**src/rtl/bip_pkg.sv**
```systemverilog
// bip_pkg: shared types for the multicycle instruction decoder.
//   opcode_t - 5-bit opcode map of the instruction set
//   alu_op_t - ALU operation select
//   sel_a_t  - accumulator source select
//   state_t  - control FSM states
// Helper functions classify opcodes for the decoder.
package bip_pkg;

   localparam int OPC_BITS = 5;

   typedef enum logic [4:0] {
      OP_HLT  = 5'd0,  OP_STO  = 5'd1,  OP_LD   = 5'd2,  OP_LDI  = 5'd3,
      OP_ADD  = 5'd4,  OP_ADDI = 5'd5,  OP_SUB  = 5'd6,  OP_SUBI = 5'd7,
      OP_BEQ  = 5'd8,  OP_BNE  = 5'd9,  OP_BGT  = 5'd10, OP_BGE  = 5'd11,
      OP_BLT  = 5'd12, OP_BLE  = 5'd13, OP_JMP  = 5'd14, OP_AND  = 5'd15,
      OP_ANDI = 5'd16, OP_OR   = 5'd17, OP_ORI  = 5'd18, OP_XOR  = 5'd19,
      OP_XORI = 5'd20, OP_NOT  = 5'd21, OP_SLL  = 5'd22, OP_SRL  = 5'd23
   } opcode_t;

   typedef enum logic [2:0] {
      ALU_ADD = 3'd0, ALU_SUB = 3'd1, ALU_AND = 3'd2, ALU_OR  = 3'd3,
      ALU_XOR = 3'd4, ALU_NOT = 3'd5, ALU_SLL = 3'd6, ALU_SRL = 3'd7
   } alu_op_t;

   typedef enum logic [1:0] {
      SELA_MEM = 2'b00, SELA_IMM = 2'b01, SELA_ALU = 2'b10
   } sel_a_t;

   typedef enum logic [2:0] {
      ST_RESET, ST_FETCH, ST_DECODE, ST_EXECUTE, ST_HALT
   } state_t;

   function automatic alu_op_t alu_op_of(opcode_t op);
      case (op)
         OP_SUB, OP_SUBI: return ALU_SUB;
         OP_AND, OP_ANDI: return ALU_AND;
         OP_OR,  OP_ORI:  return ALU_OR;
         OP_XOR, OP_XORI: return ALU_XOR;
         OP_NOT:          return ALU_NOT;
         OP_SLL:          return ALU_SLL;
         OP_SRL:          return ALU_SRL;
         default:         return ALU_ADD;
      endcase
   endfunction

   function automatic logic is_alu_op(opcode_t op);
      case (op)
         OP_ADD, OP_ADDI, OP_SUB, OP_SUBI, OP_AND, OP_ANDI, OP_OR, OP_ORI,
         OP_XOR, OP_XORI, OP_NOT, OP_SLL, OP_SRL: return 1'b1;
         default:                                return 1'b0;
      endcase
   endfunction

   function automatic logic is_mem_op(opcode_t op);
      case (op)
         OP_STO, OP_LD, OP_ADD, OP_SUB, OP_AND, OP_OR, OP_XOR: return 1'b1;
         default:                                             return 1'b0;
      endcase
   endfunction

   // ALU B operand comes from the immediate field only for the *I forms.
   function automatic logic is_imm_b(opcode_t op);
      case (op)
         OP_ADDI, OP_SUBI, OP_ANDI, OP_ORI, OP_XORI: return 1'b1;
         default:                                   return 1'b0;
      endcase
   endfunction

   function automatic logic is_branch_op(opcode_t op);
      return (op >= OP_BEQ) && (op <= OP_JMP);
   endfunction

endpackage

```
**src/rtl/branch_cond.sv**
```systemverilog
// branch_cond: combinational branch evaluation.
//   i_opcode - opcode field (5 bits)
//   i_z, i_n - zero / negative flags
//   o_taken  - branch taken; always 0 for non-branch opcodes
module branch_cond
   import bip_pkg::*;
(
   input  logic [4:0] i_opcode,
   input  logic       i_z,
   input  logic       i_n,
   output logic       o_taken
);

   opcode_t w_op;
   assign w_op = opcode_t'(i_opcode);

   always_comb begin
      o_taken = 1'b0;
      case (w_op)
         OP_BEQ:  o_taken = i_z;
         OP_BNE:  o_taken = ~i_z;
         OP_BGT:  o_taken = ~i_z & ~i_n;
         OP_BGE:  o_taken = ~i_n;
         OP_BLT:  o_taken = i_n;
         OP_BLE:  o_taken = i_z | i_n;
         OP_JMP:  o_taken = 1'b1;
         default: o_taken = 1'b0;
      endcase
   end

endmodule

```
**src/rtl/multicycle_decoder.sv**
```systemverilog
// multicycle_decoder: control FSM for a multicycle accumulator CPU.
//   clock_in, reset_in (async, active-low)
//   opcode_in            - opcode field of the instruction register
//   status_Z_in/_N_in    - flags, used only while executing
//   mem_ready_in         - data memory access complete
//   *_wr_out, *_rd_out, branch_out, sel_A_out, sel_B_out, alu_op_out
//                        - datapath controls
//   *_reset_out          - register clears, high in the RESET state
//   halted_out           - HALT state, illegal_out - unmapped opcode executed
// All outputs decode the state register combinationally, so pulling
// reset_in low drops every strobe without waiting for a clock edge.
module multicycle_decoder
   import bip_pkg::*;
#(
   parameter int OPCODE_WIDTH = 5,
   parameter int ALU_OP_WIDTH = 3
)(
   input  logic                    clock_in,
   input  logic                    reset_in,
   input  logic [OPCODE_WIDTH-1:0] opcode_in,
   input  logic                    status_Z_in,
   input  logic                    status_N_in,
   input  logic                    mem_ready_in,
   output logic                    branch_out,
   output logic                    sel_B_out,
   output logic                    data_memory_wr_out,
   output logic                    data_memory_rd_out,
   output logic                    acc_wr_out,
   output logic                    pc_wr_out,
   output logic                    status_wr_out,
   output logic                    ir_wr_out,
   output logic [1:0]              sel_A_out,
   output logic [ALU_OP_WIDTH-1:0] alu_op_out,
   output logic                    acc_reset_out,
   output logic                    pc_reset_out,
   output logic                    status_reset_out,
   output logic                    ir_reset_out,
   output logic                    halted_out,
   output logic                    illegal_out
);

   state_t     r_state;
   state_t     w_next_state;
   logic [31:0] w_opc_ext;
   opcode_t    w_opc;
   logic       w_legal;
   logic       w_taken;
   alu_op_t    w_alu;
   sel_a_t     w_sel_a;

   // Any opcode value beyond the last mapped one (including set bits above
   // the 5-bit field on a wider opcode port) is unmapped.
   assign w_opc_ext = 32'(opcode_in);
   assign w_legal   = (w_opc_ext <= 32'(OP_SRL));
   assign w_opc     = opcode_t'(w_opc_ext[OPC_BITS-1:0]);

   branch_cond u_branch_cond (
      .i_opcode (w_opc_ext[OPC_BITS-1:0]),
      .i_z      (status_Z_in),
      .i_n      (status_N_in),
      .o_taken  (w_taken)
   );

   always_ff @(posedge clock_in or negedge reset_in) begin
      if (!reset_in) r_state <= ST_RESET;
      else           r_state <= w_next_state;
   end

   always_comb begin
      w_next_state       = r_state;
      branch_out         = 1'b0;
      sel_B_out          = 1'b0;
      data_memory_wr_out = 1'b0;
      data_memory_rd_out = 1'b0;
      acc_wr_out         = 1'b0;
      pc_wr_out          = 1'b0;
      status_wr_out      = 1'b0;
      ir_wr_out          = 1'b0;
      w_sel_a            = SELA_MEM;
      w_alu              = ALU_ADD;
      acc_reset_out      = 1'b0;
      pc_reset_out       = 1'b0;
      status_reset_out   = 1'b0;
      ir_reset_out       = 1'b0;
      halted_out         = 1'b0;
      illegal_out        = 1'b0;

      case (r_state)
         ST_RESET: begin
            acc_reset_out    = 1'b1;
            pc_reset_out     = 1'b1;
            status_reset_out = 1'b1;
            ir_reset_out     = 1'b1;
            w_next_state     = ST_FETCH;
         end
         ST_FETCH: begin
            ir_wr_out    = 1'b1;
            w_next_state = ST_DECODE;
         end
         ST_DECODE: begin
            w_next_state = ST_EXECUTE;
         end
         ST_EXECUTE: begin
            if (!w_legal) begin
               illegal_out  = 1'b1;
               pc_wr_out    = 1'b1;
               w_next_state = ST_FETCH;
            end else begin
               w_alu     = alu_op_of(w_opc);
               sel_B_out = is_imm_b(w_opc);
               if (w_opc == OP_LDI)        w_sel_a = SELA_IMM;
               else if (is_alu_op(w_opc))  w_sel_a = SELA_ALU;

               if (w_opc == OP_HLT) begin
                  w_next_state = ST_HALT;
               end else if (is_mem_op(w_opc)) begin
                  // Strobe stays up through the ready cycle; state holds
                  // here until the memory reports completion.
                  data_memory_wr_out = (w_opc == OP_STO);
                  data_memory_rd_out = (w_opc != OP_STO);
                  if (mem_ready_in) begin
                     pc_wr_out     = 1'b1;
                     acc_wr_out    = (w_opc != OP_STO);
                     status_wr_out = is_alu_op(w_opc);
                     w_next_state  = ST_FETCH;
                  end
               end else if (is_branch_op(w_opc)) begin
                  pc_wr_out    = 1'b1;
                  branch_out   = w_taken;
                  w_next_state = ST_FETCH;
               end else begin
                  acc_wr_out    = 1'b1;
                  pc_wr_out     = 1'b1;
                  status_wr_out = is_alu_op(w_opc);
                  w_next_state  = ST_FETCH;
               end
            end
         end
         ST_HALT: begin
            halted_out = 1'b1;
         end
         default: begin
            w_next_state = ST_RESET;
         end
      endcase
   end

   assign sel_A_out  = w_sel_a;
   assign alu_op_out = ALU_OP_WIDTH'(w_alu);

endmodule

```
**config.mk**
```make
export PLATFORM = sky130hd
export DESIGN_NAME = multicycle_decoder
export DESIGN_NICKNAME = d
export VERILOG_FILES = /design/src/rtl/bip_pkg.sv /design/src/rtl/branch_cond.sv /design/src/rtl/multicycle_decoder.sv
export SDC_FILE = /design/constraint.sdc
export NUM_CORES = 1
export LEC_CHECK = 0
export CORE_MARGIN = 1
export CORE_UTILIZATION = 44
export CTS_CLUSTER_DIAMETER = 80
export DETAILED_ROUTE_END_ITERATION = 16
export PLACE_DENSITY = 0.85
export SLEW_MARGIN = 20
export SYNTH_ARGS = -nofsm -noshare
export SYNTH_HDL_FRONTEND = slang
export SYNTH_HIERARCHICAL = 1
export SYNTH_SLANG_ARGS = --single-unit
```
**constraint.sdc**
```tcl
create_clock -name clock_in -period 4.4 [get_ports clock_in]
set_clock_uncertainty 0.2 [all_clocks]
set_input_delay 0.88 -clock clock_in [delete_from_list [all_inputs] [get_ports clock_in]]
set_output_delay 0.88 -clock clock_in [all_outputs]
set_load 0.01 [all_outputs]
```
; ---- After elaboration in Yosys (flattened, before gate mapping)
; Memories as Yosys holds them, arrays and structs flattened.
; Cells that the tools add are included.
[word_totals]
output_inout_bits = 19
wordCells = 102
rom_bits = 192
n_memories = 4
regBits = 3
input_bits = 10
[memory_table]
columns = memory, words, word_bits, rd, rd_clocked_by_memory_dff, write_ports, line
row1 = (no name shown), 32, 3, 1, 0, 0, bip_pkg.sv:34  ; case (op)
row2 = (no name shown), 32, 1, 1, 0, 0, bip_pkg.sv:47  ; case (op)
row3 = (no name shown), 32, 1, 1, 0, 0, bip_pkg.sv:47
row4 = (no name shown), 32, 1, 1, 0, 0, bip_pkg.sv:47
[op_classes]
n_lt_le_gt_ge = 3
n_mux = 57
reduce_logical = 6
n_bitwise = 5
n_eq_ne = 26
[ops]
columns = cell, n
row1 = $mux 1, 45
row2 = $eq 5x4->1 const B, 8
row3 = $eq 5x5->1 const B, 5
row4 = $eq 5x3->1 const B, 4
row5 = $mux 3, 6
row6 = $pmux 3 s5, 1
row7 = $eq 5x2->1 const B, 2
row8 = $mux 2, 4
row9 = $pmux 1 s7, 1
row10 = $reduce_or 7->1, 1
row11 = $eq 3x2->1 const B, 2
row12 = $eq 5x1->1 const B, 1
row13 = $ge 5x4->1 const B, 1
row14 = $le 5x4->1 const B, 1
row15 = $le 5x5->1 const B, 1
row16 = $logic_not 5->1, 1
row17 = $ne 5x1->1 const B, 1
row18 = $ne 5x5->1 const B, 1
row19 = $reduce_or 5->1, 1
row20 = $eq 3x1->1 const B, 1
row21 = $eq 3x3->1 const B, 1
row22 = $logic_not 3->1, 1
row23 = $not 1->1, 3
row24 = $reduce_and 2->1, 1
row25 = 3 further kinds, 3

; ---- Logic depth before layout (Yosys ltp)
[logic_depth]
depth_word = 10
mapped_depth = 6

; ---- Hierarchy
; The synthesis kept the hierarchy.
[modules_own_cells]
columns = mod, cells_each, seq_area_each_um2, instances, area_each_um2
row1 = multicycle_decoder, 74, 75.1, 1, 586.8
row2 = branch_cond, 10, 0.0, 1, 65.1

; ---- Worst setup path after synthesis
; Ideal clock, no wire load.
[synth_path]
path_kind = input to output
start = in opcode_in[0]
end = out acc_wr_out
stages = 6
path_buffers = 0
arrival_ns = 1.893
setup_slack_ns = 1.427
required_ns = 3.320
cell_sequence = inv_1 -> ha_1 -> a21oi_1 -> a2bb2oi_2 -> a2bb2oi_2 -> o2111a_1
[synth_between]
elab_chain_len = 10
[synth_rtl]
columns = element, line
row1 = from (decl), multicycle_decoder.sv:20  ; input logic [OPCODE_WIDTH-1:0] opcode_in,
row2 = "$eq 5x1->1, or another cell as far along", bip_pkg.sv:55  ; case (op)
row3 = $reduce_or 7->1, bip_pkg.sv:55
row4 = $mux 1, bip_pkg.sv:55
row5 = $mux 1, multicycle_decoder.sv:114  ; if (w_opc == OP_HLT) begin
row6 = $mux 1, multicycle_decoder.sv:104  ; if (!w_legal) begin
row7 = $mux 1, multicycle_decoder.sv:88  ; case (r_state)
row8 = $mux 1, multicycle_decoder.sv:116  ; end else if (is_mem_op(w_opc)) begin
row9 = $mux 1, multicycle_decoder.sv:114
row10 = $mux 1 *, multicycle_decoder.sv:104
row11 = $mux 1 *, multicycle_decoder.sv:88
row12 = to (decl), multicycle_decoder.sv:28  ; output logic acc_wr_out,
; Mark *: on every way between the ends. The rest lies on a longest branch, timed or not. The select of a mux whose other input is x is not followed.

; ---- Worst setup path after layout
[layout_path]
start = in opcode_in[1]
end = out acc_wr_out
; Same word-level chain as after synthesis.

==> PnR_summary.wiki <==
{| class="wikitable"
! Metric !! Value
|-
| Reg2reg path depth || 4
|-
| Pwr per Cell Area || 341 nW/µm²
|-
| Setup repair after global routing missed its margin || no
|-
| Worst flop-to-flop path endpoint || r_state[1]
|-
| Register clock-pin slew on the reported worst setup and hold paths || 0.04 ns
|-
| Tcrit/Tclk final || 0.958
|-
| Power share of the clock group || 0.153
|-
| Total number of vias || 749
|-
| Antenna violations before repair || 0
|-
| Level count of the clock H-tree || 1
|-
| Ant. Diodes || 0
|-
| Slew @ Worst Pin || 0.411 ns
|-
| Critical register-to-register path startpoint || r_state[0]
|-
| DRC Markers || 0
|-
| NetSw || 0.000134 W
|-
| Share of flip-flops with an asynchronous set or reset || 1.00
|-
| Timing-limited maximum frequency || 237 MHz
|-
| Final GP Congestion || 0.853
|-
| Most common flop cell mapped by yosys || dfrtp_1
|-
| Register with the most flip-flops || r_state
|-
| Number of different library cells in the post-synthesis netlist || 44
|-
| Die X-Extent || 40.5 µm
|-
| Min-Delay Path Class || reg2reg
|-
| Clock sink count || 3
|-
| Gr ovfl total || 0
|-
| Setup TNS after final layout || 0 ns
|-
| Post-Place Setup Slack || 0.188 ns
|-
| Hold path startpoint || r_state[2]
|-
| Syn_nets || 98
|-
| Worst-Skew Late Latency || 0.24 ns
|-
| Slew headroom || 0.725
|-
| Register area share after synthesis || 0.115
|-
| Worst reg2reg setup slack || 2.87 ns
|-
| Flop pwr share || 0.166
|-
| Cells along the critical path || clkdlybuf4s50_1 > inv_1 > ha_1 > a21oi_1 > a2bb2oi_2 > a2bb2oi_2 > o2111a_1 > clkdlybuf4s50_1
|-
| Core footprint || 1330 µm²
|-
| Leak pwr || 0.404 nW
|-
| Peak fanout along the critical path || 7
|-
| Largest register FFs || 3
|-
| Starting density of the core || 0.489
|-
| Max stage delay cell, worst path || clkdlybuf4s50_1
|-
| Internal || 0.000196 W
|-
| Worst vdd ir || 0.160 mV
|-
| Total of hold buffers inserted after clock tree synthesis || 0
|-
| Cell Rows || 13
|-
| Setup ws final || 0.184 ns
|-
| Clock period minus final worst setup slack || 4.22 ns
|-
| Hold EP || r_state[0]
|-
| Logic pwr share || 0.681
|-
| Total power || 0.000330 W
|-
| Fraction of final layout cells sized beyond drive strength 1 || 0.183
|-
| Final Slew Violations || 0
|-
| Global-route wire length before repair || 2.79 mm
|-
| TritonCTS clock tree || built
|-
| Max Buffers Root-to-Sink || 2
|-
| Most frequent standard cell in the layout excluding fill and tap cells || clkdlybuf4s50_1
|-
| Total global routing track utilization || 0.253
|-
| Detailed-route wire length per cell || 13.6 µm
|-
| Number of port buffers || 28
|-
| Max cap viols || 0
|-
| # Post-CTS Setup Buffers || 0
|-
| Final hold violation count || 0
|-
| Instance count along the most critical hold path || 1
|-
| Worst path arrival time || 3.14 ns
|-
| Warnings, synthesis || 6
|-
| Number of global-route vias before repair || 657
|-
| Synthesized instance count || 84
|-
| Total die area || 1640 µm²
|-
| Area fraction of the dominant cell type after synthesis || 0.115
|-
| Slowest Stage Delay on Critical Path || 0.60 ns
|-
| Number of instances resized during post-cts repair || 0
|-
| Seq cells post-synth || 3
|-
| Number of antenna-violating nets in the routed design || 0
|-
| Layout Area Growth over Synthesis || 48.6%
|-
| Cell Area, Synth || 652 µm²
|-
| Post-layout nets || 130
|-
| Kind of end point of the critical path || output pin
|-
| Number of ports placed on the die boundary || 29
|-
| Synthesized area per cell || 7.76 µm²
|-
| Drt initial violations || 14
|-
| First-pass DRT Iterations || 4
|-
| Switching part of the total power || 0.407
|-
| Die outline height || 40.5 µm
|-
| Kind of critical path || in2out
|-
| Inserted Clock Buffers || 3
|-
| Run status || completed
|-
| Largest registers || r_state (3)
|-
| Detailed-route wire length || 1.77 mm
|-
| Clk root buf || clkbuf_4
|-
| Number of enable flip-flop cells after synthesis || 0
|-
| Top library cells by usage in the layout, fill and taps aside || clkdlybuf4s50_1, nor2_1, a21oi_1
|-
| Largest net degree at the start of global routing || 13
|-
| Average via count per standard cell || 5.76
|-
| Share of the core filled with cells in the final layout || 0.726
|-
| Area contributors post-synth || dfrtp_1, ha_1, nor3_2
|-
| Dominant cell type by area after synthesis || dfrtp_1
|-
| Count of final setup violators || 0
|-
| Category of the worst setup path launch point || input pin
|-
| HPWL after DPL || 1.41 mm
|-
| CP Data Required Time || 3.32 ns
|}
-- per-stage QoR --
step | instance area [µm²] | hold slack (ns) | std cells
final | 968 | 0.355 | 130
after global routing | 968 | 0.408 | 130
after CTS | 968 | 0.355 | 130
after detailed placement | 942 | 0.350 | 126
after global placement | 942 | 0.339 | 126
after floorplan | 652 | 0.298 | 84
-- worst max-delay path by stage --
stage	cells after the start	start	slack (ns)	endpoint
floorplan	6	opcode_in[0]	1.43	acc_wr_out
global placement	8	opcode_in[1]	0.28	acc_wr_out
detailed placement	8	opcode_in[1]	0.19	acc_wr_out
CTS	8	opcode_in[1]	0.20	acc_wr_out
global route	8	opcode_in[1]	0.03	acc_wr_out
finish	8	opcode_in[1]	0.18	acc_wr_out
-- critical path, delay by kind of cell --
| family | cells | cell delay (ns) |
|---|---|---|
| adders and majority gates | 1 | 0.25 |
| buffers and inverters | 3 | 1.24 |
| AOI/OAI and AO/OA | 4 | 0.77 |
-- Yosys cell counts, types with 2 or more instances --
master / number
ha_1: 4
a2bb2oi_2: 2
o21bai_1: 2
a21oi_1: 7
nor3b_1: 3
dfrtp_1: 3
nor3_2: 4
nand2b_1: 3
buf_4: 3
nor3_1: 2
nand2_1: 6
inv_1: 5
nand3b_1: 2
nor2_1: 8
-- power by group through the flow --
| stage | Clock [W] | Sequential [W] | Combinational, W |
|---|---|---|---|
| 5_1_grt | 0.0000550 | 0.0000561 | 0.000246 |
| 2_1_floorplan | 0 | 0.0000501 | 0.000136 |
| 6_report | 0.0000505 | 0.0000548 | 0.000225 |
| 4_1_cts | 0.0000531 | 0.0000537 | 0.000226 |
| 3_3_place_gp | 0 | 0.0000530 | 0.000224 |
| 3_5_place_dp | 0 | 0.0000541 | 0.000226 |
-- cells by family (layout without fill, tap and decap cells) --
family                     count (synthesis)  count (layout)  synth area share
AOI/OAI and AO/OA                         26              26             0.313
xor gates and xnor gates                   2               2            0.0269
adders and majority gates                  4               4            0.0768
buffers and inverters                     11              42            0.0998
DFF                                        3               3             0.115
muxes                                      2               2            0.0326
and+or+nand+nor                           36              36             0.336
-- routing by layer --
layer | track usage | up-vias | share of wire
li1 | - | 369 | -
met1 | 0.298 | 354 | 0.45
met2 | 0.440 | 26 | 0.51
met3 | 0.0500 | 0 | 0.038
met4 | 0.100 | 0 | 0
met5 | 0 | - | 0
-- layout make-up --
cell class / instances / area, µm²
sequential: 3 / 75.1
multi-input combinational: 70 / 512
tap: 15 / 18.8
timing repair buffer: 33 / 318
inverter: 5 / 18.8
clock buffer: 4 / 26.3
fill: 112 / 365
No activity file was read; power rests on OpenSTA's default activity.
